[src/rtl/pipe_stage_ctrl_if.sv]
// Handshake and bus bundle between the pipeline controller and the stage datapaths.
// The pipeline side (master) drives the stage status and outgoing buses; the
// controller (slave) returns per-stage valid/allow_in/advance and the stage input registers.
interface pipe_stage_ctrl_if #(
  parameter int STAGES = 5,
  parameter int DATA_W = 64
);
  logic [STAGES-1:0]            stage_over;
  logic [(STAGES-1)*DATA_W-1:0] stage_bus;
  logic                         flush;
  logic [STAGES-1:0]            flush_mask;
  logic [STAGES-1:0]            stage_valid;
  logic [STAGES-1:0]            allow_in;
  logic [STAGES-1:0]            advance;
  logic [(STAGES-1)*DATA_W-1:0] stage_bus_r;
  logic                         next_fetch;

  modport master (
    output stage_over, stage_bus, flush, flush_mask,
    input  stage_valid, allow_in, advance, stage_bus_r, next_fetch
  );

  modport slave (
    input  stage_over, stage_bus, flush, flush_mask,
    output stage_valid, allow_in, advance, stage_bus_r, next_fetch
  );
endinterface

[src/rtl/pipe_stage_ctrl.sv]
// N-stage pipeline handshake controller with inter-stage bus registers.
// Stage 0 is fetch (always valid once out of reset, no input register); stage i>=1
// owns an input register loaded from stage i-1 on hand-off. A flush clears the valid
// bits of the stages selected by flush_mask while unselected stages keep flowing.
// Optional feature macro: PIPE_PERF_EN adds retire and stall performance counters.
module pipe_stage_ctrl #(
  parameter int STAGES = 5,
  parameter int DATA_W = 64
) (
  input  logic               clk,
  input  logic               reset,
  pipe_stage_ctrl_if.slave   pif
`ifdef PIPE_PERF_EN
  ,
  output logic [31:0]        perf_retired,
  output logic [31:0]        perf_stall
`endif
);

  logic [STAGES-1:0]            valid_q;
  logic [STAGES-1:0]            over_q;
  logic [STAGES-1:0]            allow_in;
  logic [STAGES-1:0]            advance;
  logic [(STAGES-1)*DATA_W-1:0] bus_q;

  // Fetch is never flushed, so its mask bit has no function.
  logic unused_mask0;
  assign unused_mask0 = pif.flush_mask[0];

  // A stage only counts as finished when it actually holds an instruction.
  assign over_q = pif.stage_over & valid_q;

  // Back-pressure chain: allow_in ripples from the last stage toward fetch in one cycle.
  always_comb begin
    // NOTE: every output of this block gets a default first, so no path can leave one unassigned and infer a latch.
    allow_in = '0;
    advance  = '0;
    allow_in[STAGES-1] = ~valid_q[STAGES-1] | over_q[STAGES-1];
    advance[STAGES-1]  = over_q[STAGES-1];
    for (int i = STAGES - 2; i >= 1; i--) begin
      allow_in[i] = ~valid_q[i] | (over_q[i] & allow_in[i+1]);
    end
    for (int i = 0; i < STAGES - 1; i++) begin
      advance[i] = over_q[i] & allow_in[i+1];
    end
    // A flush redirects fetch, so the fetch PC must step regardless of downstream state.
    allow_in[0] = (over_q[0] & allow_in[1]) | pif.flush;
  end

  // Valid bits: reset, then flush of selected stages, then normal hand-off, else hold.
  always_ff @(posedge clk) begin
    // NOTE: state registers use non-blocking assignments so every stage samples pre-edge values.
    if (reset) begin
      valid_q <= '0;
    end else begin
      valid_q[0] <= 1'b1;
      for (int i = 1; i < STAGES; i++) begin
        if (pif.flush && pif.flush_mask[i]) begin
          valid_q[i] <= 1'b0;
        end else if (allow_in[i]) begin
          valid_q[i] <= over_q[i-1];
        end
      end
    end
  end

  // Stage input registers load on hand-off and hold through stalls.
  always_ff @(posedge clk) begin
    // NOTE: these data registers are reset deliberately so a fresh pipe presents zeros downstream.
    if (reset) begin
      bus_q <= '0;
    end else begin
      for (int i = 0; i < STAGES - 1; i++) begin
        if (advance[i]) begin
          bus_q[i*DATA_W +: DATA_W] <= pif.stage_bus[i*DATA_W +: DATA_W];
        end
      end
    end
  end

  assign pif.stage_valid = valid_q;
  assign pif.allow_in    = allow_in;
  assign pif.advance     = advance;
  assign pif.stage_bus_r = bus_q;
  assign pif.next_fetch  = allow_in[0];

`ifdef PIPE_PERF_EN
  logic stall_any;
  assign stall_any = |(valid_q[STAGES-1:1] & ~allow_in[STAGES-1:1]);

  // Retire and stall counters; a flush cycle is neither a retirement nor a stall.
  always_ff @(posedge clk) begin
    if (reset) begin
      perf_retired <= '0;
      perf_stall   <= '0;
    end else if (!pif.flush) begin
      if (advance[STAGES-1]) perf_retired <= perf_retired + 32'd1;
      if (stall_any)         perf_stall   <= perf_stall + 32'd1;
    end
  end
`endif

endmodule

[src/flat_wrapper.sv]
// flat-port wrapper written by rule: the top's interface ports become plain ports
module pipe_stage_ctrl_flat 
#(
  parameter int STAGES = 5,
  parameter int DATA_W = 64
)
  (clk, reset, pif_stage_over, pif_stage_bus, pif_flush, pif_flush_mask, pif_stage_valid, pif_allow_in, pif_advance, pif_stage_bus_r, pif_next_fetch);
  pipe_stage_ctrl_if #(.STAGES(STAGES), .DATA_W(DATA_W)) pif_i ();
  input  logic clk;
  input  logic reset;
  input wire logic [$bits(pif_i.stage_over)-1:0] pif_stage_over;
  input wire logic [$bits(pif_i.stage_bus)-1:0] pif_stage_bus;
  input wire logic [$bits(pif_i.flush)-1:0] pif_flush;
  input wire logic [$bits(pif_i.flush_mask)-1:0] pif_flush_mask;
  output wire logic [$bits(pif_i.stage_valid)-1:0] pif_stage_valid;
  output wire logic [$bits(pif_i.allow_in)-1:0] pif_allow_in;
  output wire logic [$bits(pif_i.advance)-1:0] pif_advance;
  output wire logic [$bits(pif_i.stage_bus_r)-1:0] pif_stage_bus_r;
  output wire logic [$bits(pif_i.next_fetch)-1:0] pif_next_fetch;
  assign pif_i.stage_over = pif_stage_over;
  assign pif_i.stage_bus = pif_stage_bus;
  assign pif_i.flush = pif_flush;
  assign pif_i.flush_mask = pif_flush_mask;
  assign pif_stage_valid = pif_i.stage_valid;
  assign pif_allow_in = pif_i.allow_in;
  assign pif_advance = pif_i.advance;
  assign pif_stage_bus_r = pif_i.stage_bus_r;
  assign pif_next_fetch = pif_i.next_fetch;
  pipe_stage_ctrl #(.STAGES(STAGES), .DATA_W(DATA_W)) u_core (.clk(clk), .reset(reset), .pif(pif_i));
endmodule
[config.mk]
export PLATFORM = sky130hd
export DESIGN_NAME = pipe_stage_ctrl_flat
export DESIGN_NICKNAME = d
export VERILOG_FILES = /design/src/rtl/pipe_stage_ctrl_if.sv /design/src/rtl/pipe_stage_ctrl.sv /design/src/flat_wrapper.sv
export SDC_FILE = /design/constraint.sdc
export NUM_CORES = 1
export LEC_CHECK = 0
export BUFFER_PORTS_ARGS = -buffer_cell sky130_fd_sc_hd__buf_2
export CAP_MARGIN = 10
export CORE_AREA = 2 2 211 213
export DETAILED_ROUTE_END_ITERATION = 10
export DIE_AREA = 0 0 213 215
export PLACE_DENSITY = 0.49
export SYNTH_ARGS = -nofsm -noshare
export SYNTH_HDL_FRONTEND = slang
export SYNTH_SLANG_ARGS = --single-unit
[constraint.sdc]
create_clock -name clk -period 2.8 [get_ports clk]
set_input_delay 0.14 -clock clk [delete_from_list [all_inputs] [get_ports clk]]
set_output_delay 0.14 -clock clk [all_outputs]
set_load 0.01 [all_outputs]
==> results of run 1 <==
## routing by layer
metal	part of all wire (%)	vias up	global-route usage, %
met4	3.6	2	5.97
met5	0.034	-	0
met3	7.0	93	3.39
met2	48	440	27.5
met1	41	5250	18.4
li1	-	5621	-
## per-stage QoR
step | setup slack (ns) | hold slack, ns | instance area (um2) | instances | util (%)
floorplan | 0.995 | 0.251 | 10100 | 1179 | -
global placement | 0.748 | 0.338 | 13300 | 2207 | 30.4
detailed placement | 0.701 | 0.339 | 13300 | 2207 | 30.4
CTS | 0.160 | 0.00846 | 17300 | 2558 | 39.5
global route | 0.0631 | 0.0150 | 17300 | 2560 | 39.6
finish | 0.218 | 0.000841 | 17300 | 2561 | 39.6
## sequential cells by signal, indices dropped and copies added (netlist names)
signal,cells
u_core.pif.stage_valid,5
u_core.pif.stage_bus_r,256
## kinds of logic (layout without fill, tap and decap cells)
family,after synthesis,in the layout
other,0,3
AO/OA/AOI/OAI,329,329
flip-flops,261,261
multiplexers,64,64
buffers and inverters,128,915
AND/OR/NAND/NOR,397,397
## path summary, 6_finish.rpt
kind / cells after the start / endpoint
max: 5 / pif_allow_in[2]
min: 2 / u_core.pif.stage_valid[2]
max reg2reg: 5 / u_core.pif.stage_valid[1]
min reg2reg: 2 / u_core.pif.stage_bus_r[254]
## worst reg2reg max path, stage by stage, from the launching register on
cell,delay (ns)
dfxtp_1,0.52
o211a_2,0.30
buf_4,0.50
o21ai_0,0.27
a221oi_1,0.31
dlygate4sd3_1,0.58
## power by group through the flow
stage | combinational (mW) | sequential [mW] | clock (mW)
floorplan | 0.255 | 3.95 | 0
global route | 0.997 | 3.84 | 4.22
detailed placement | 0.628 | 3.91 | 0
global placement | 0.621 | 3.91 | 0
CTS | 0.924 | 3.83 | 4.07
finish | 0.923 | 3.83 | 3.95
## area by class of cell
| cell class | instances | share of cell area, % |
|---|---|---|
| timing repair buffer | 855 | 34.2 |
| sequential | 261 | 30.3 |
| multi-input combinational | 790 | 25.2 |
| clock buffer | 45 | 5.20 |
| tap | 592 | 4.29 |
| clock inverter | 9 | 0.630 |
| inverter | 6 | 0.152 |
| antenna | 3 | 0.0435 |
## placed cells by master (no fill, tap or decap), drive strengths merged, types with 2 or more instances in the layout
master,Yosys,layout
nor2,2,2
diode,0,3
inv,6,5
a21boi,2,2
or3b,64,64
nand2,261,261
clkbuf,101,45
o21ai,129,129
nand4,64,64
buf,21,558
dfxtp,261,261
nand2b,2,2
dlygate4sd3,0,297
a221oi,4,4
a21oi,192,192
clkinv,0,7
bufinv,0,2
mux2i,64,64
==> metrics.cfg, run 1 <==
[status]
status = completed

[power_and_ir_drop]
power.total_mw = 8.71
p_sw_mw = 2.00
vdd_ir_drop_max_v = 0.000328
power_frac_seq_pct = 44.0
combPwrFrac_pct = 10.6
power.share.switching_pct = 23.0
cellPowerDensity_nw_per_um2 = 504
power_frac_clock_pct = 45.4
power_leakage_nw = 7.61
internal-power_mw = 6.70

[global_route]
grtUsageTotal_pct = 15.6
antenna_found_initial = 4
grt_overflow = 0
grt_pass1_vias = 11200
grt_start_max_net_pins = 140
grt_pass1_wl_mm = 58.5

[layout]
final_layout_size_suffix_gt1_share_pct = 31.4
fill_cells = 4425
seqCellArea_um2 = 5230
area_growth_pct = 70.5
multi_input_area_um2 = 4350
nets = 2214

[timing]
period_needed_ns = 2.58
setup_viol = 0
max_freq_mhz = 387
hold_viol = 0
slew_viol_final = 0
fin_crit_sh_pct = 92.2
worstMarginPinSlew_ns = 1.22
rsz0062_at_grt = no
skew_ns = 0.0118
slew_headroom_pct = 18.4
setup_total_negative_slack_ns = 0

[synth]
synthTopCellsByArea = dfxtp_1 (52%), nand2_1 (9.7%), a21oi_1 (9.5%)
synth_seq_cells = 261
synth_top_family_by_area = simple AND/OR/NAND/NOR gates
yosysWarnings = 0
synth_area_um2 = 10100
async_flop_share_pct = 0
yosys.area.top_type = dfxtp_1
mappedNetlistNets = 1448
synth_area_per_cell_um2 = 8.59
synth-adder-area-share_pct = 0
synth_compound_area_share_pct = 16.8
yosys.area_share.simple_pct = 19.7
synth_cell_types = 28
synth_top_area_share_pct = 51.6
synthCells = 1179
synthFlopType = dfxtp_1
synth-edff-count = 0
yosys.area_share.xor_xnor_pct = 0
synth.yosys.seq_area_share_pct = 51.6
synth.mux.area_fraction_pct = 6.33
yosys-top-cells-count = dfxtp_1 (261), nand2_1 (261), a21oi_1 (192), o21ai_0 (129), clkbuf_1 (100)

[setup_path]
crit_arrival_ns = 2.44
reg2reg_from = u_core.pif.stage_valid[2]
cp-end-kind = output port
crit_fanout = 43
r2r_slack_ns = 0.26
slowest_delay_ns = 0.60
timing.critical_path.buf_inv = 3
crit_chain = nor2b_4, o211a_2, inv_2, buf_4, buf_2
setup.worst_path.class = flip-flop to output port
start_kind = flip-flop
slowest_stage = inv_2
cp.required_ns = 2.66
path_delay_family = buffers and inverters
crit_start = u_core.pif.stage_valid[4]

[clocking]
cts.reportedPaths.clkPinSlew_ns = 0.06
cts_buffers = 31
insertion_delay_ns = 0.55
hold_buffers = 297
cts_setup_buffers = 0
root_buffer = clkbuf_16
tritoncts = yes
clock_path_buffers = 3
cts.sink_count = 261
ctsResizeCount = 0
cts_max_level = 1

[drt]
via_per_inst = 4.45
wl_mm = 38.5
first_iter_violations = 600
first_pass_iters = 5
vias = 11400
wl_per_cell_um = 15.0
drc = 0
antenna_left = 0

[floorplanning]
rows = 77
dieHeight_um = 215
coreArea_um2 = 43600
ioPinCount = 541
start_util_pct = 23.2
die-area_um2 = 45800
fp.dieW_um = 213

[flow_run]
drv_cap = 0

[worst_hold_path]
worstHoldStart = pif_flush
hold_path.class = input pin to flip-flop

[placement]
portBuffers = 539
globalplace.congestion = 0.782
place_hpwl_mm = 24.7

Note: power is estimated with default switching activity, not from simulation.
==> inputs of run 2 (changes only) <==
--- a/config.mk
+++ b/config.mk
@@ -8,6 +8,7 @@
 export BUFFER_PORTS_ARGS = -buffer_cell sky130_fd_sc_hd__buf_2
 export CAP_MARGIN = 10
 export CORE_AREA = 2 2 211 213
+export CTS_BUF_LIST = sky130_fd_sc_hd__clkbuf_2
 export DETAILED_ROUTE_END_ITERATION = 10
 export DIE_AREA = 0 0 213 215
 export PLACE_DENSITY = 0.49
==> run 2 against run 1 <==
Effect of this change: the run now fails in clock tree synthesis (4_1_cts); synthesized cell count unchanged; synthesized area unchanged.
==> metrics.cfg, run 2 <==
[synth]
synth-edff-count = 0  ; unchanged
synth_seq_cells = 261  ; unchanged
synth.yosys.seq_area_share_pct = 51.6  ; unchanged
synthFlopType = dfxtp_1
yosys.area.top_type = dfxtp_1
mappedNetlistNets = 1448  ; unchanged
yosysWarnings = 0  ; unchanged
yosys-top-cells-count = dfxtp_1 (261), nand2_1 (261), a21oi_1 (192), o21ai_0 (129), clkbuf_1 (100)
synth_area_per_cell_um2 = 8.59  ; unchanged
synthCells = 1179  ; unchanged
synth_area_um2 = 10100  ; unchanged
synthTopCellsByArea = dfxtp_1 (52%), nand2_1 (9.7%), a21oi_1 (9.5%)
synth_top_area_share_pct = 51.6  ; unchanged
synth_cell_types = 28  ; unchanged
async_flop_share_pct = 0  ; unchanged

[status]
error_message = [ERROR RSZ-0060] Max buffer count reached.
status = stopped before the end
flow.stopped_at = clock tree synthesis (4_1_cts)

[clocking]
ctsResizeCount = 11  ; +11
root_buffer = clkbuf_2
clock_path_buffers = 3  ; unchanged
cts.sink_count = 261  ; unchanged
cts_buffers = 74  ; +140%
cts_max_level = 3  ; +2
cts_setup_buffers = 1  ; +1
hold_buffers = 468  ; +58%

[floorplanning]
start_util_pct = 23.2  ; unchanged
ioPinCount = 541  ; unchanged
fp.dieW_um = 213  ; unchanged
rows = 77  ; unchanged
dieHeight_um = 215  ; unchanged

[placement]
portBuffers = 539  ; unchanged
place_hpwl_mm = 24.7  ; unchanged
globalplace.congestion = 0.782  ; unchanged
pre_cts_ws_ns = 0.701  ; unchanged

## run 2: through the flow
| step | std cells | hold WS (ns) | instance area (um2) |
|---|---|---|---|
| after detailed placement | 2207 | 0.339 | 13300 |
| after global placement | 2207 | 0.338 | 13300 |
| after floorplan | 1179 | 0.251 | 10100 |
## run 2: kinds of logic after synthesis
family	share of synthesized area, %
buf+inv	5.65
mux	6.33
simple gates	19.7
compound gates	16.8
flops	51.6
==> inputs of run 3 (changes only) <==
--- a/config.mk
+++ b/config.mk
@@ -7,11 +7,10 @@
 export LEC_CHECK = 0
 export BUFFER_PORTS_ARGS = -buffer_cell sky130_fd_sc_hd__buf_2
 export CAP_MARGIN = 10
-export CORE_AREA = 2 2 211 213
-export CTS_BUF_LIST = sky130_fd_sc_hd__clkbuf_2
+export CORE_AREA = 2 2 210 212
 export DETAILED_ROUTE_END_ITERATION = 10
-export DIE_AREA = 0 0 213 215
-export PLACE_DENSITY = 0.49
+export DIE_AREA = 0 0 212 214
+export PLACE_DENSITY_LB_ADDON = 0.15
 export SYNTH_ARGS = -nofsm -noshare
 export SYNTH_HDL_FRONTEND = slang
 export SYNTH_SLANG_ARGS = --single-unit
==> run 3 against run 2 <==
Effect of this change: the run now ends clean.
==> metrics.cfg, run 3 (synthesized netlist as in run 1, its figures left out) <==
[status]
status = completed

[floorplanning]
die-area_um2 = 45400
fp.dieW_um = 212  ; -0.47%
coreArea_um2 = 42900
ioPinCount = 541  ; unchanged
dieHeight_um = 214  ; -0.47%
start_util_pct = 23.6  ; +0.41 points
rows = 76  ; -1.3%

[power_and_ir_drop]
power_frac_clock_pct = 43.5
p_sw_mw = 1.98
vdd_ir_drop_max_v = 0.000310
power.share.switching_pct = 23.5
cellPowerDensity_nw_per_um2 = 502
power.total_mw = 8.41
combPwrFrac_pct = 11.0
power_frac_seq_pct = 45.5
internal-power_mw = 6.43
power_leakage_nw = 7.31

[setup_path]
cp.required_ns = 2.66
timing.rr.end = u_core.pif.stage_valid[2]
cp-end-kind = output port
crit_arrival_ns = 2.38
reg2reg_from = u_core.pif.stage_valid[1]
crit_fanout = 34
reg2reg_depth = 5
r2r_slack_ns = 0.47
setup.worst_path.class = flip-flop to output port
start_kind = flip-flop

[clocking]
cts.sink_count = 261  ; unchanged
root_buffer = clkbuf_16
cts_buffers = 31  ; -58%
cts.reportedPaths.clkPinSlew_ns = 0.06
insertion_delay_ns = 0.55
tritoncts = yes
cts_max_level = 1  ; -2
cts_setup_buffers = 0  ; -1
clock_path_buffers = 3  ; unchanged

[timing]
setup_viol = 0
slew_viol_final = 0
setup_slack_ns = 0.282
skew_ns = 0.00914
hold_viol = 0
period_needed_ns = 2.52
slew_headroom_pct = 50.0
fin_crit_sh_pct = 89.9
max_freq_mhz = 397
worstMarginPinSlew_ns = 0.749
rsz0062_at_grt = no
setup_total_negative_slack_ns = 0

[drt]
wl_per_cell_um = 15.5
first_iter_violations = 583
via_per_inst = 4.40
drc = 0
first_pass_iters = 5
vias = 11100
antenna_left = 0
wl_mm = 39.0

[global_route]
antenna_found_initial = 3
busiest_layer = met2
grt_pass1_vias = 10800
grtUsageTotal_pct = 16.0
grt_start_max_net_pins = 131
grtUsageMet2_pct = 27.5
grt_overflow = 0
use_met1_pct = 19.0
grt_pass1_wl_mm = 59.0
use_met3_pct = 4.28

[layout]
nets = 2178
largest_register_ffs = 256
final_layout_size_suffix_gt1_share_pct = 31.3
area_growth_pct = 65.6
stdcell_count = 2514
final_common_cell = buf_2
layout_common_cells = buf_2 (538), dlygate4sd3_1 (264), nand2_1 (260), dfxtp_1 (260), a21oi_1 (192)
final_area_um2 = 16800

[worst_hold_path]
hold_path.class = input pin to flip-flop
worstHoldStart = reset
min_to = u_core.pif.stage_bus_r[250]
hold-path-cell-count = 2

[placement]
globalplace.congestion = 0.741  ; -5.3%
place_hpwl_mm = 25.5  ; +3.4%
placed_area_um2 = 13200  ; -0.39%
dp.cells = 2197  ; -0.45%
pre_cts_ws_ns = 0.803  ; +0.102 ns
portBuffers = 539  ; unchanged

[flow_run]
drv_cap = 0

==> run 3: worst max-delay path by stage <==
stage,startpoint,endpoint,cells after the start
floorplan,u_core.pif.stage_valid[4],pif_allow_in[0],8
global placement,u_core.pif.stage_valid[4],pif_advance[1],6
detailed placement,u_core.pif.stage_valid[4],u_core.pif.stage_bus_r[105],6
CTS,u_core.pif.stage_valid[4],pif_advance[1],6
global route,u_core.pif.stage_valid[4],pif_advance[1],6
finish,u_core.pif.stage_valid[4],pif_advance[1],6
==> run 3: critical path: stages, from the launching register on <==
cell and delay, ns:
dfxtp_1 0.44, nor2b_4 0.23, o211a_1 0.20, buf_4 0.32
buf_4 0.39, nor2_1 0.08, buf_2 0.15
==> run 3: area by class of cell <==
class                           count  area, um2
Fill cell                        4413      26100
Timing Repair Buffer              819       5540
Sequential cell                   261       5230
Multi-Input combinational cell    790       4340
Clock buffer                       48        880
Tap cell                          585        732
Inverter                            6       26.3
Clock inverter                      4       20.0
Antenna cell                        1       2.50
==> run 3: per-layer routing <==
metal	vias to the layer above	share of wire, %
li1	5522	-
met5	-	0.038
met4	2	3.2
met1	5069	42
met3	82	7.5
met2	380	48
==> run 3: power by group through the flow <==
stage	Sequential, mW	Combinational, mW	Clock (mW)
floorplan	3.95	0.255	0
global placement	3.91	0.627	0
detailed placement	3.91	0.630	0
CTS	3.83	0.929	3.81
global route	3.84	0.998	3.93
finish	3.83	0.922	3.66
==> run 3: stage by stage <==
step	utilization (%)	hold WS [ns]
floorplan	-	0.251
global placement	30.8	0.347
detailed placement	30.8	0.347
CTS	39.1	0.0359
global route	39.1	0.0655
finish	39.1	0.0319
==> run 3: timing repair <==
item,4_1_cts,5_1_grt
hold endpoints to repair,260,0
resized for setup,0,0
hold buffers,264,0
